==> src/rtl/pipelined_addsub_pkg.sv <==
// Shared definitions for the pipelined add/subtract unit: ALU op encodings
// and the full-adder cell used to build each carry-ripple slice.
package pipelined_addsub_pkg;

  localparam logic ALU_OP_ADD = 1'b0;
  localparam logic ALU_OP_SUB = 1'b1;

  // Full-adder cell: returns {carry_out, sum}.
  function automatic logic [1:0] fac(input logic x, input logic y, input logic ci);
    fac = {(x & y) | (ci & (x ^ y)), x ^ y ^ ci};
  endfunction

endpackage

==> src/rtl/addsub_slice.sv <==
// Combinational SW-bit carry-ripple slice built from full-adder cells.
// Also exports the carry into the slice MSB so the top slice can derive signed overflow.
module addsub_slice
  import pipelined_addsub_pkg::*;
#(
  parameter int SW = 4
) (
  input  logic [SW-1:0] a_i,
  input  logic [SW-1:0] b_i,
  input  logic          cin_i,
  output logic [SW-1:0] sum_o,
  output logic          cout_o,
  output logic          cmsb_o
);

  logic [SW:0] c;

  assign c[0] = cin_i;

  for (genvar i = 0; i < SW; i++) begin : g_fac
    assign {c[i+1], sum_o[i]} = fac(a_i[i], b_i[i], c[i]);
  end

  assign cout_o = c[SW];
  assign cmsb_o = c[SW-1];

endmodule

==> src/rtl/pipelined_addsub.sv <==
// Pipelined two's-complement add/subtract: WIDTH bits split into STAGES registered
// ripple slices, with skewed operand/result registers so each beat stays aligned.
module pipelined_addsub
  import pipelined_addsub_pkg::*;
#(
  parameter int WIDTH  = 16,
  parameter int STAGES = 4
) (
  input  logic             clk,
  input  logic             rst,
  input  logic             in_valid,
  output logic             in_ready,
  input  logic [WIDTH-1:0] a,
  input  logic [WIDTH-1:0] b,
  input  logic             sub,
  output logic             out_valid,
  input  logic             out_ready,
  output logic [WIDTH-1:0] sum,
  output logic             cout,
  output logic             ovf,
  output logic             zero
);

  localparam int SW = (STAGES > 0) ? (WIDTH / STAGES) : 1;

  if ((STAGES < 1) || (STAGES > WIDTH) || ((WIDTH % STAGES) != 0)) begin : g_cfg_err
    $error("pipelined_addsub: WIDTH must be a multiple of STAGES and 1 <= STAGES <= WIDTH");
  end

  // Handshake: a beat moves in when in_valid && in_ready and out when
  // out_valid && out_ready. The whole pipe advances together whenever the
  // output register is empty or being drained; otherwise every register holds.
  logic             adv;
  logic [WIDTH-1:0] b_eff;

  assign adv      = !out_valid || out_ready;
  assign in_ready = adv;
  assign b_eff    = (sub == ALU_OP_SUB) ? ~b : b;

  for (genvar k = 0; k < STAGES; k++) begin : g_stage
    localparam int LO = k * SW;
    localparam int HI = LO + SW;

    logic [WIDTH-1:LO] a_in;
    logic [WIDTH-1:LO] b_in;
    logic              cin;
    logic              valid_in;
    logic [SW-1:0]     s_sl;
    logic              co;
    logic              cmsb;
    logic [HI-1:0]     sum_d;
    logic [HI-1:0]     sum_q;
    logic              carry_q;
    logic              valid_q;

    if (k == 0) begin : g_first
      assign a_in     = a;
      assign b_in     = b_eff;
      assign cin      = (sub == ALU_OP_SUB);
      assign valid_in = in_valid;
      assign sum_d    = s_sl;
    end else begin : g_next
      assign a_in     = g_stage[k-1].g_skew.a_q;
      assign b_in     = g_stage[k-1].g_skew.b_q;
      assign cin      = g_stage[k-1].carry_q;
      assign valid_in = g_stage[k-1].valid_q;
      assign sum_d    = {s_sl, g_stage[k-1].sum_q};
    end

    addsub_slice #(.SW(SW)) u_slice (
      .a_i   (a_in[HI-1:LO]),
      .b_i   (b_in[HI-1:LO]),
      .cin_i (cin),
      .sum_o (s_sl),
      .cout_o(co),
      .cmsb_o(cmsb)
    );

    always_ff @(posedge clk or posedge rst) begin
      if (rst) begin
        valid_q <= 1'b0;
        carry_q <= 1'b0;
        sum_q   <= '0;
      end else if (adv) begin
        valid_q <= valid_in;
        carry_q <= co;
        sum_q   <= sum_d;
      end
    end

    // Operand bits not yet consumed ride along one stage per cycle.
    if (HI < WIDTH) begin : g_skew
      logic [WIDTH-1:HI] a_q;
      logic [WIDTH-1:HI] b_q;

      always_ff @(posedge clk or posedge rst) begin
        if (rst) begin
          a_q <= '0;
          b_q <= '0;
        end else if (adv) begin
          a_q <= a_in[WIDTH-1:HI];
          b_q <= b_in[WIDTH-1:HI];
        end
      end
    end

    if (k == STAGES - 1) begin : g_last
      logic ovf_q;
      logic zero_q;

      always_ff @(posedge clk or posedge rst) begin
        if (rst) begin
          ovf_q  <= 1'b0;
          zero_q <= 1'b0;
        end else if (adv) begin
          ovf_q  <= co ^ cmsb;
          zero_q <= ~|sum_d;
        end
      end
    end else begin : g_mid
      // Only the top slice's MSB carry matters for overflow.
      logic unused_cmsb;
      assign unused_cmsb = cmsb;
    end
  end

  assign out_valid = g_stage[STAGES-1].valid_q;
  assign sum       = g_stage[STAGES-1].sum_q;
  assign cout      = g_stage[STAGES-1].carry_q;
  assign ovf       = g_stage[STAGES-1].g_last.ovf_q;
  assign zero      = g_stage[STAGES-1].g_last.zero_q;

endmodule

==> config.mk <==
export PLATFORM = sky130hd
export DESIGN_NAME = pipelined_addsub
export DESIGN_NICKNAME = d
export VERILOG_FILES = /design/src/rtl/pipelined_addsub_pkg.sv /design/src/rtl/addsub_slice.sv /design/src/rtl/pipelined_addsub.sv
export SDC_FILE = /design/constraint.sdc
export NUM_CORES = 1
export LEC_CHECK = 0
export ABC_AREA = 1
export BUFFER_PORTS_ARGS = -buffer_cell sky130_fd_sc_hd__buf_2
export CAP_MARGIN = 20
export CORE_UTILIZATION = 40
export CTS_BUF_LIST = sky130_fd_sc_hd__clkbuf_16
export DETAILED_ROUTE_END_ITERATION = 8
export PLACE_DENSITY_LB_ADDON = 0.12
export RECOVER_POWER = 100
export SYNTH_ARGS = -nofsm -noshare
export SYNTH_HDL_FRONTEND = slang
export SYNTH_SLANG_ARGS = --single-unit
==> constraint.sdc <==
create_clock -name clk -period 4 [get_ports clk]
set_input_delay 0.2 -clock clk [delete_from_list [all_inputs] [get_ports clk]]
set_output_delay 0.2 -clock clk [all_outputs]
set_load 0.01 [all_outputs]
==> metrics <==
largest cells by area after synthesis=dfrtp_1 (58%), nand2_1 (12%), fa_1 (7.2%); Routed met3 length=320 um; height of the die=104.4 um; fin. max-slew vios=186; Final ANT Viol Nets=0; min-delay src=a[5]; Synth Warn #=0; initial core utilization=41.01%; first-pass GRT wire length=13.10 mm; Crit-path slowest cell=inv_1; Crit path buffers/inverters=3; Worst EP arrival=2.95 ns; flops & latches, synth=98; Cells after Synth=433; clock buffer depth=2; DR iter-0 viols=157; Reg2Reg Depth=6; Resized cells post-CTS=0; GR Overflow Total=0; Worst path max stage delay=0.96 ns; multiplexer area fraction after synthesis=0%; Hold Vio Cnt, Final=0; Setup crit start=out_valid; initial antenna violation count=0; Worst Hold Class=in -> reg; dominant cell type by area after synthesis=dfrtp_1; hold_ws=0.06960 ns; RSZ-0062 raised after global routing=no; Avg WL per Cell=11.90 um; clk sinks=98; Max-cap violations=2; Placed Area=4549 um2; Post-Synth Adder-Cell Area=7.158%; Yosys cell types=17; root buf cell=clkbuf_16; gr usage total=15.15%; Net Count, Synth=485; WP depth=6; Area Overhead vs Synth=14.40%; Post-CTS Setup Inserts=0; final setup vio count=0; WL met2=3.190 mm; leakage=2.308 nW; clk_lat worst skew=0.34 ns; layout cells sized above 1=11.50%; IR Drop Worst-Case VDD=0.3287 mV; Die Width=104.4 um; DRC Markers=0; clock-pin slew on the worst setup and hold paths=0.06 ns; met1 WL=3.754 mm; via count=2,793; PwrDens=750.8 nW/um2; R2R setup slack=1.29 ns; status=finished with violations; CP Max Fanout=52; antenna cells=0; largest family of logic cells by synthesized area=simple AND/OR/NAND/NOR gates; Post-CTS Hold Buffers=0; Slew HR=-89.58%; Final Cycle Share=67.78%; post-synth top area share=58.46%; Worst EP required=4.24 ns; TritonCTS clock tree=done; gpl congestion=0.7372; Worst setup endpoint=g_stage[2].sum_q[10]; area of the core=10,230 um2; nets=534; highest routed layer=met4; post-route cell area=4800 um2; critical path endpoint category=flop; H-tree Lvls=3; max frequency=0.3688 GHz; critical path class=reg -> reg; drt pass-1 iters=4; maximum number of pins on one net before global-route repair=118; Via density=4.483; FILL cells=1,031; vias in the first global route=2,831; sequential area share after synthesis=58.46%; violated checks=capacitance limit, slew limit; R2R Path End=g_stage[2].sum_q[10]; setup_tns=0 ns; cells along the critical path=clkinv_1, nor2_1, inv_1, clkbuf_1, nand2_1, o21ai_0; Site Rows=37; Final Skew=0.004017 ns; Least-Margin Pin Slew=2.828 ns; die area=10,900 um2; syn avg cell area=9.689 um2; Synth Area in XOR/XNOR=3.340%; I/O Buffers=57; delay-heaviest family, CP=buffers and inverters; # IOs=58; fin crit period=2.711 ns; post-synthesis compound-gate area fraction=9.782%; hpwl dp=4.856 mm; Reg2Reg Launch Point=out_valid; Simple-Gate Fraction of Synth Area=13.42%; wirelength, routed=7.413 mm; crit start category=flop; CTS Buf Count=9; Syn Std Cell Area=4195 um2
## stage by stage
step	total power, mW	setup slack (ns)	instances	util [%]
2_1_floorplan	2.507	1.238	433	-
3_3_place_gp	2.818	1.707	607	44.47
3_5_place_dp	2.858	1.667	607	44.47
4_1_cts	3.724	1.642	623	47.35
5_1_grt	3.935	0.9103	623	46.91
6_report	3.603	1.289	623	46.91
## Yosys cell counts (all sizes together)
master and count:
nand2 130, dfrtp 98, o21ai 82, inv 54, buf 15, fa 15
xnor2 14, nor2 12, clkbuf 7, nand3 2, or2 2, xor2 2
## cell type report
class / count / area, um2 / share of cell area (%)
well taps: 136 / 170.2 / 3.545
clock inverters: 7 / 70.07 / 1.460
repair buffers: 60 / 271.5 / 5.657
clock buffers: 9 / 225.2 / 4.692
inverters: 54 / 203.9 / 4.249
flip-flops and latches: 98 / 2452 / 51.09
multi-input cells: 259 / 1406 / 29.30
## worst min path at each step
stage                                    end  slack (ns)  depth (start not counted)
floorplan           g_stage[0].g_skew.a_q[5]        0.31                          2
global placement    g_stage[0].g_skew.a_q[5]        0.41                          3
detailed placement                       ovf        0.42                          2
CTS                                     zero        0.06                          2
global route        g_stage[0].g_skew.a_q[5]        0.07                          3
finish              g_stage[0].g_skew.a_q[5]        0.07                          3
## routing by layer
metal,global-route usage [%],vias to the layer above
met4,7.653,0
met2,22.19,62
met3,2.506,11
li1,-,1423
met1,21.73,1297
met5,0,-
## power by group
group	switching, mW	internal (mW)	total (mW)	leakage (nW)
Sequential	0.210	1.43	1.64	1.19
Clock	0.363	0.482	0.845	0.133
Combinational	0.704	0.419	1.12	0.981
## state kept, by name, summed over array words and instances, names as in the netlist
register,cells
g_stage.valid_q,3
g_stage.g_skew.a_q,24
out_valid,1
g_stage.carry_q,3
g_stage.sum_q,24
ovf,1
sum,16
cout,1
zero,1
g_stage.g_skew.b_q,24
## kinds of logic (layout without fill, tap and decap cells)
| family | after synthesis | in the layout |
|---|---|---|
| AO/OA/AOI/OAI | 82 | 82 |
| flip-flops | 98 | 98 |
| XOR/XNOR | 16 | 16 |
| buffers and inverters | 76 | 130 |
| AND/OR/NAND/NOR | 146 | 146 |
| adder cells (fa/ha/maj) | 15 | 15 |
## cells in the final DEF (no fill, tap or decap), types with 4 or more instances in the layout
master | netlist | routed
o21ai_0 | 29 | 80
clkbuf_16 | 0 | 9
dfrtp_1 | 98 | 98
nand2_1 | 130 | 130
clkbuf_1 | 7 | 23
buf_2 | 8 | 35
xnor2_1 | 14 | 14
clkinvlp_4 | 0 | 4
nor2_1 | 11 | 12
inv_1 | 52 | 52
fa_1 | 15 | 15
## worst min-delay path, cell delays in order
cell	delay, ns
buf_2	0.08
nand2_1	0.04
nand2_1	0.05
Note: power is estimated with default switching activity, not from simulation.
